===== config.mk =====
export PLATFORM = sky130hd
export DESIGN_NAME = mpeg_muxer
export DESIGN_NICKNAME = d
export VERILOG_FILES = /design/src/rtl/mpeg_mux_pkg.sv /design/src/rtl/mpeg_muxer.sv
export SDC_FILE = /design/constraint.sdc
export NUM_CORES = 1
export LEC_CHECK = 0
export ABC_AREA = 1
export BUFFER_PORTS_ARGS = -buffer_cell sky130_fd_sc_hd__buf_2
export CORE_MARGIN = 2
export CORE_UTILIZATION = 51
export CTS_CLUSTER_DIAMETER = 200
export DETAILED_ROUTE_END_ITERATION = 10
export PLACE_DENSITY = 0.77
export RECOVER_POWER = 100
export SYNTH_ARGS = -nofsm -noshare
export SYNTH_HDL_FRONTEND = slang
export SYNTH_SLANG_ARGS = --single-unit

===== constraint.sdc =====
create_clock -name clk -period 1.9 [get_ports clk]
set_input_delay 0.285 -clock clk [delete_from_list [all_inputs] [get_ports clk]]
set_output_delay 0.285 -clock clk [all_outputs]
set_load 0.005 [all_outputs]

===== src/rtl/mpeg_mux_pkg.sv =====
// mpeg_mux_pkg
//   Shared definitions for the MPEG-1 program-stream muxer:
//   - state_t     : muxer FSM states
//   - start code / stream code constants
//   - timestamp prefix nibbles
//   - ts_byte()   : 5-byte marker-bit layout shared by SCR, PTS and DTS
//   - sc_byte()   : 4-byte start code (00 00 01 <code>) walker
package mpeg_mux_pkg;

   typedef enum logic [3:0] {
      ST_IDLE,
      ST_PACK,
      ST_PES_SC,
      ST_PES_LEN,
      ST_STD,
      ST_PTS,
      ST_DTS,
      ST_NOTS,
      ST_PAYLOAD,
      ST_END_SC
   } state_t;

   localparam logic [23:0] START_PREFIX = 24'h000001;
   localparam logic [7:0]  PACK_CODE    = 8'hBA;
   localparam logic [7:0]  END_CODE     = 8'hB9;
   localparam logic [7:0]  NOTS_BYTE    = 8'h0F;

   // Prefix nibbles: SCR and lone PTS share 0010; PTS followed by DTS uses 0011.
   localparam logic [3:0]  PFX_SCR_PTS  = 4'b0010;
   localparam logic [3:0]  PFX_PTS_DTS  = 4'b0011;
   localparam logic [3:0]  PFX_DTS      = 4'b0001;

   // 33-bit timestamp split over five bytes with marker bits:
   // {pfx,ts[32:30],1} ts[29:22] {ts[21:15],1} ts[14:7] {ts[6:0],1}
   function automatic logic [7:0] ts_byte(input logic [3:0]  prefix,
                                          input logic [32:0] ts,
                                          input logic [2:0]  idx);
      logic [7:0] b;
      case (idx)
         3'd0:    b = {prefix, ts[32:30], 1'b1};
         3'd1:    b = ts[29:22];
         3'd2:    b = {ts[21:15], 1'b1};
         3'd3:    b = ts[14:7];
         3'd4:    b = {ts[6:0], 1'b1};
         default: b = 8'h00;
      endcase
      return b;
   endfunction

   function automatic logic [7:0] sc_byte(input logic [7:0] code,
                                          input logic [1:0] idx);
      logic [7:0] b;
      case (idx)
         2'd0:    b = START_PREFIX[23:16];
         2'd1:    b = START_PREFIX[15:8];
         2'd2:    b = START_PREFIX[7:0];
         default: b = code;
      endcase
      return b;
   endfunction

endpackage


===== src/rtl/mpeg_muxer.sv =====
// mpeg_muxer
//   Packetizes elementary-stream bytes into an MPEG-1 program stream.
//   Per accepted request: optional 12-byte pack header, PES start code,
//   PES length, [STD buffer field], PTS / PTS+DTS / 0x0F, payload bytes.
//   A program_end pulse queues the 00 00 01 B9 end code, emitted as soon as
//   the muxer next reaches idle (directly after a running packet).
//
// Build option:
//   MPEG_MUX_STD_BUFFER_EN - insert the 2-byte STD buffer field after the PES
//                            length (STD_SCALE / STD_SIZE parameters exist
//                            only in that build).
//
// Ports:
//   clk, reset              clock, synchronous active-high reset
//   pkt_start/pkt_ready     request handshake (accept = start && ready)
//   pkt_with_pack, pkt_scr  pack header enable and SCR
//   pkt_stream_id           PES stream id, passed through unchecked
//   pkt_payload_len         payload byte count
//   pkt_pts_valid/pkt_pts   presentation timestamp
//   pkt_dts_valid/pkt_dts   decoding timestamp (only with PTS)
//   es_data/es_valid/es_ready  payload byte input
//   program_end             pulse: queue program end code
//   mpeg_data/data_valid/data_ready  stream byte output
//   busy                    not idle, or end code pending
//   err_len                 one-cycle pulse: request rejected (PES length overflow)
//
// state      | meaning
// -----------+-----------------------------------------------
// ST_IDLE    | waiting for request or pending end code
// ST_PACK    | 12-byte pack header
// ST_PES_SC  | 00 00 01 stream_id
// ST_PES_LEN | PES length, MSB first
// ST_STD     | STD buffer field (optional build only)
// ST_PTS     | 5-byte PTS
// ST_DTS     | 5-byte DTS
// ST_NOTS    | single 0x0F (no timestamps)
// ST_PAYLOAD | payload bytes from es_data
// ST_END_SC  | 00 00 01 B9 program end code
module mpeg_muxer
   import mpeg_mux_pkg::*;
#(
   parameter logic [21:0] MUX_RATE  = 22'd3528
`ifdef MPEG_MUX_STD_BUFFER_EN
  ,parameter logic        STD_SCALE = 1'b1
  ,parameter logic [12:0] STD_SIZE  = 13'd46
`endif
) (
   input  logic        clk,
   input  logic        reset,
   input  logic        pkt_start,
   output logic        pkt_ready,
   input  logic        pkt_with_pack,
   input  logic [32:0] pkt_scr,
   input  logic [7:0]  pkt_stream_id,
   input  logic [15:0] pkt_payload_len,
   input  logic        pkt_pts_valid,
   input  logic        pkt_dts_valid,
   input  logic [32:0] pkt_pts,
   input  logic [32:0] pkt_dts,
   input  logic [7:0]  es_data,
   input  logic        es_valid,
   output logic        es_ready,
   input  logic        program_end,
   output logic [7:0]  mpeg_data,
   output logic        data_valid,
   input  logic        data_ready,
   output logic        busy,
   output logic        err_len
);

   state_t      state;
   logic [3:0]  idx;
   logic        end_pending;

   logic [32:0] scr_q;
   logic [32:0] pts_q;
   logic [32:0] dts_q;
   logic [7:0]  id_q;
   logic [15:0] pes_len_q;
   logic [15:0] rem_q;
   logic        pts_v_q;
   logic        dts_v_q;

   logic        can_load;
   logic        dts_eff;
   logic [4:0]  hdr_extra;
   logic [16:0] len_sum;

   logic [7:0]  cur_byte;
   logic [3:0]  last_idx;
   state_t      hdr_next;
   state_t      ts_first;
   state_t      done_state;
   state_t      after_hdr;
   logic [2:0]  ts_idx;

   assign can_load  = !data_valid || data_ready;
   assign pkt_ready = (state == ST_IDLE) && !end_pending;
   assign busy      = (state != ST_IDLE) || end_pending;
   assign es_ready  = (state == ST_PAYLOAD) && can_load;

   // DTS is only meaningful alongside a PTS.
   assign dts_eff = pkt_pts_valid && pkt_dts_valid;

   // Header bytes that follow the PES length field and count towards it.
   always_comb begin
      hdr_extra = 5'd1;
      if (pkt_pts_valid)
         hdr_extra = dts_eff ? 5'd10 : 5'd5;
`ifdef MPEG_MUX_STD_BUFFER_EN
      hdr_extra = hdr_extra + 5'd2;
`endif
   end

   // 17-bit sum so an oversize request is detected instead of wrapping.
   assign len_sum = {1'b0, pkt_payload_len} + {12'd0, hdr_extra};

   assign ts_first   = pts_v_q ? ST_PTS : ST_NOTS;
   // A program_end arriving in the same cycle as the last packet byte still
   // lands directly after it.
   assign done_state = (end_pending || program_end) ? ST_END_SC : ST_IDLE;
   assign after_hdr  = (rem_q != 16'd0) ? ST_PAYLOAD : done_state;

   // Pack bytes 4..8 carry the SCR; idx[2:0]-4 maps 4..8 onto 0..4.
   assign ts_idx = idx[2:0] - 3'd4;

   always_comb begin
      cur_byte = 8'h00;
      last_idx = 4'd0;
      hdr_next = ST_IDLE;
      case (state)
         ST_PACK: begin
            last_idx = 4'd11;
            hdr_next = ST_PES_SC;
            if (idx < 4'd4)
               cur_byte = sc_byte(PACK_CODE, idx[1:0]);
            else if (idx < 4'd9)
               cur_byte = ts_byte(PFX_SCR_PTS, scr_q, ts_idx);
            else if (idx == 4'd9)
               cur_byte = {1'b1, MUX_RATE[21:15]};
            else if (idx == 4'd10)
               cur_byte = MUX_RATE[14:7];
            else
               cur_byte = {MUX_RATE[6:0], 1'b1};
         end
         ST_PES_SC: begin
            last_idx = 4'd3;
            hdr_next = ST_PES_LEN;
            cur_byte = sc_byte(id_q, idx[1:0]);
         end
         ST_PES_LEN: begin
            last_idx = 4'd1;
`ifdef MPEG_MUX_STD_BUFFER_EN
            hdr_next = ST_STD;
`else
            hdr_next = ts_first;
`endif
            cur_byte = idx[0] ? pes_len_q[7:0] : pes_len_q[15:8];
         end
`ifdef MPEG_MUX_STD_BUFFER_EN
         ST_STD: begin
            last_idx = 4'd1;
            hdr_next = ts_first;
            cur_byte = idx[0] ? STD_SIZE[7:0] : {2'b01, STD_SCALE, STD_SIZE[12:8]};
         end
`endif
         ST_PTS: begin
            last_idx = 4'd4;
            hdr_next = dts_v_q ? ST_DTS : after_hdr;
            cur_byte = ts_byte(dts_v_q ? PFX_PTS_DTS : PFX_SCR_PTS, pts_q, idx[2:0]);
         end
         ST_DTS: begin
            last_idx = 4'd4;
            hdr_next = after_hdr;
            cur_byte = ts_byte(PFX_DTS, dts_q, idx[2:0]);
         end
         ST_NOTS: begin
            last_idx = 4'd0;
            hdr_next = after_hdr;
            cur_byte = NOTS_BYTE;
         end
         ST_END_SC: begin
            last_idx = 4'd3;
            hdr_next = ST_IDLE;
            cur_byte = sc_byte(END_CODE, idx[1:0]);
         end
         default: begin
            cur_byte = 8'h00;
            last_idx = 4'd0;
            hdr_next = ST_IDLE;
         end
      endcase
   end

   always_ff @(posedge clk) begin
      if (reset) begin
         state       <= ST_IDLE;
         idx         <= 4'd0;
         end_pending <= 1'b0;
         mpeg_data   <= 8'h00;
         data_valid  <= 1'b0;
         err_len     <= 1'b0;
         scr_q       <= '0;
         pts_q       <= '0;
         dts_q       <= '0;
         id_q        <= 8'h00;
         pes_len_q   <= 16'd0;
         rem_q       <= 16'd0;
         pts_v_q     <= 1'b0;
         dts_v_q     <= 1'b0;
      end else begin
         err_len <= 1'b0;
         if (program_end)
            end_pending <= 1'b1;

         case (state)
            ST_IDLE: begin
               if (can_load)
                  data_valid <= 1'b0;
               // Every sequence begins with the 00 of a start code, so the
               // first byte is loaded here without waiting a cycle.
               if (end_pending) begin
                  state <= ST_END_SC;
                  idx   <= can_load ? 4'd1 : 4'd0;
                  if (can_load) begin
                     mpeg_data  <= START_PREFIX[23:16];
                     data_valid <= 1'b1;
                  end
               end else if (pkt_start) begin
                  if (len_sum[16]) begin
                     err_len <= 1'b1;
                  end else begin
                     scr_q     <= pkt_scr;
                     pts_q     <= pkt_pts;
                     dts_q     <= pkt_dts;
                     id_q      <= pkt_stream_id;
                     pes_len_q <= len_sum[15:0];
                     rem_q     <= pkt_payload_len;
                     pts_v_q   <= pkt_pts_valid;
                     dts_v_q   <= dts_eff;
                     state     <= pkt_with_pack ? ST_PACK : ST_PES_SC;
                     idx       <= can_load ? 4'd1 : 4'd0;
                     if (can_load) begin
                        mpeg_data  <= START_PREFIX[23:16];
                        data_valid <= 1'b1;
                     end
                  end
               end
            end

            ST_PAYLOAD: begin
               if (can_load) begin
                  if (es_valid) begin
                     mpeg_data  <= es_data;
                     data_valid <= 1'b1;
                     rem_q      <= rem_q - 16'd1;
                     if (rem_q == 16'd1)
                        state <= done_state;
                  end else begin
                     data_valid <= 1'b0;
                  end
               end
            end

            default: begin
               if (can_load) begin
                  mpeg_data  <= cur_byte;
                  data_valid <= 1'b1;
                  if (idx == last_idx) begin
                     state <= hdr_next;
                     idx   <= 4'd0;
                     if (state == ST_END_SC)
                        end_pending <= 1'b0;
                  end else begin
                     idx <= idx + 4'd1;
                  end
               end
            end
         endcase
      end
   end

endmodule


==> run_results.csv <==
group,metric,value,unit
worst_setup_path,cp_max_fo,18,
power_and_ir_drop,peakVddDrop,863,uV
worst_setup_path,crit_path_end_kind,"flip-flop",
placed_design,dp_hpwl,18.0,mm
synthesis,syn_avg_cell_area,6.57,um^2
worst_setup_path,startpoint_type,"flip-flop",
sta,fin_crit,1.87,ns
cts,path_clk_slew,0.07,ns
power_and_ir_drop,switching_share,0.414,
sta,rsz0062_at_grt,"true",
cells_and_area,nNetsFinal,1583,
cells_and_area,final_common_cell,"nor2_1",
global_route,grt_start_max_net_pins,83,
global_route,grt_first_pass_wirelength,38.0,mm
sta,setup_viol,0,
drt,route.detailed.drc,0,
synthesis,async_flop_share,0,
cts,root_buffer,"clkbuf_16",
synthesis,synth_edf_count,0,
floorplanning,core-area,0.0158,mm^2
cells_and_area,final_layout_size_suffix_gt1_frac,0.203,
cts,postCtsSetupBuffers,0,
cts,clkLatencyLatePin,0.44,ns
cts,htreeDepth,4,
worst_setup_path,crit_arrival,2.22,ns
power_and_ir_drop,seqPwrFrac,0.333,
synthesis,synth_compound_area_frac,0.171,
synthesis,synth_xor_area_frac,0.0160,
power_and_ir_drop,power.share.clock,0.232,
synthesis,synth_top_family_by_area,"simple AND/OR/NAND/NOR gates",
floorplanning,die_h,131,um
cts,cts_buffers,17,
global_route,grtUsageTotal,0.286,
worst_setup_path,critical_path_required,2.25,ns
synthesis,yosysWarnings,0,
floorplanning,row_count,46,
worst_setup_path,reg2reg_slack,0.03,ns
cts,cts_sinks,160,
sta,hold_violations,0,
sta,setup-tns-final,0,ns
synthesis,yosysSeqAreaShare,0.389,
cells_and_area,layout_common_cells,"nor2_1 (284), nand2_1 (268), dfxtp_1 (155), o21ai_0 (151), buf_2 (144)",
power_and_ir_drop,p_leak,0.00464,uW
global_route,grt_overflow,0,
floorplanning,io-pin-count,153,
cts,holdBufCountCts,0,
sta,drv_slew,0,
sta,fin_crit_sh,0.983,
placed_design,place_congestion,0.939,
outcome,status,"completed",
drt,antenna_left,0,
power_and_ir_drop,power_density,1430,mW/mm^2
synthesis,synth-seq-cells,160,
worst_hold_path,hold_class,"input pin to flip-flop",
sta,hold_ws,0.0816,ns
floorplanning,die_area,0.0172,mm^2
sta,max_slew_margin,0.671,
floorplanning,die_w,131,um
synthesis,synth-simple-area-share,0.320,
synthesis,synth.mux.area_fraction,0.00122,
cells_and_area,area_growth,24.3,%
drt,routedWlPerCell,14.9,um
job,max-cap-violations,0,
floorplanning,start_util,0.520,
drt,wirelength,24.6,mm
drt,viasPerCell,5.33,
sta,fmax,535,MHz
synthesis,netlist_area,0.00824,mm^2
cts,cts_tree,"built",
global_route,antenna_found_initial,0,
synthesis,ys_types,42,
power_and_ir_drop,p_int,8580,uW
synthesis,syn_nets,1409,
sta,finClkSkew,0.0110,ns
cts,ctsLongestPathBuffers,2,
power_and_ir_drop,switchingPower,6060,uW
drt,vias,8825,
drt,first_iter_violations,723,
synthesis,netlist_instances,1254,
placed_design,io_buffers,152,
global_route,grt_pass1_vias,7953,
synthesis,synth-adder-area-share,0.0237,
drt,dr.pass1.iters,5,
synthesis,synth-main-ff-cell,"dfxtp_1",
sta,tightest_slew,0.490,ns
worst_setup_path,crit_type,"flip-flop to flip-flop",
power_and_ir_drop,pwr-share-comb,0.436,
==> power by group through the flow <==
stage | logic [uW] | registers (uW) | clock network [uW]
2_1_floorplan | 4260 | 4730 | 0
3_3_place_gp | 6150 | 4860 | 0
3_5_place_dp | 6240 | 4870 | 0
4_1_cts | 6310 | 4820 | 3430
5_1_grt | 7090 | 4960 | 3580
6_report | 6380 | 4870 | 3390
==> cells in the mapped netlist, types with 6 or more instances <==
cell type | count | area, um^2
nand2_1 | 268 | 1010
clkbuf_1 | 21 | 78.8
nand4_1 | 16 | 100
inv_1 | 81 | 304
nand3_1 | 44 | 220
nor2_2 | 9 | 56.3
buf_4 | 9 | 67.6
o211ai_1 | 8 | 60.1
nor2_1 | 289 | 1080
a21oi_1 | 70 | 350
ha_1 | 14 | 175
buf_2 | 19 | 95.1
o21ai_1 | 22 | 110
xor2_1 | 14 | 123
o22ai_1 | 6 | 37.5
inv_2 | 7 | 26.3
dfxtp_1 | 160 | 3200
o21ai_0 | 151 | 756
==> per-stage QoR <==
stage	power [uW]	std cells	utilization	setup slack, ns	instance area, um^2
floorplan	8990	1254	-	0.00896	8280
global placement	11000	1625	0.607	-0.159	9610
detailed placement	11100	1625	0.607	-0.214	9610
CTS	14600	1656	0.644	0.0160	10200
global route	15600	1656	0.647	-0.0331	10200
finish	14600	1657	0.647	0.0321	10200
==> final timing paths <==
path | startpoint | to | cells past startpoint
worst max-delay path | state[0] | rem_q[13] | 9
worst min-delay path | pkt_dts[28] | dts_q[28] | 3
worst min register to register | pts_q[21] | pts_q[21] | 2
worst max register to register | state[0] | rem_q[13] | 9
==> final cells by class <==
| cell class | instances | area, um^2 |
|---|---|---|
| multi-input cells | 947 | 4490 |
| clock buffers | 20 | 457 |
| flip-flops and latches | 160 | 3220 |
| inverters | 88 | 332 |
| diodes | 1 | 2.50 |
| well taps | 216 | 270 |
| clock inverters | 11 | 121 |
| repair buffers | 214 | 1350 |
| fillers | 1428 | 5590 |
==> flip-flops by register name, summed over array words and instances (netlist names) <==
register     flops
data_valid       1
dts_q           33
dts_v_q          1
end_pending      1
err_len          1
id_q             8
idx              4
mpeg_data        8
pes_len_q       16
pts_q           33
pts_v_q          1
rem_q           16
scr_q           33
state            4
==> critical path, cell delays in order, from the launching register on <==
cell and delay (ns):
dfxtp_1 0.46, nor2_4 0.09, nand2_4 0.14, a21oi_1 0.06, nor3_1 0.43, nand2_2 0.12
inv_1 0.09, buf_6 0.17, nand2_1 0.07, a21oi_1 0.17
==> timing repair <==
| item | 4_1_cts | 5_1_grt |
|---|---|---|
| setup endpoints to repair | 2 | 15 |
| pin swaps | 0 | 4 |
| endpoints found under the hold margin | 0 | 0 |
| gates resized for setup | 3 | 32 |
==> cell families after synthesis <==
group	after synthesis
AND/OR/NAND/NOR	647
AO/OA/AOI/OAI	269
flip-flops	160
buffers and inverters	147
XOR/XNOR	15
adder cells (fa/ha/maj)	15
multiplexers	1
==> layer usage <==
layer / vias to the layer above / wire length, um / track usage
met3: 47 / 1670 / 0.0487
met5: - / 0 / 0
met2: 323 / 11500 / 0.481
met4: 0 / 796 / 0.130
met1: 4051 / 10600 / 0.360
li1: 4404 / - / -
Note: power is estimated with default switching activity, not from simulation.
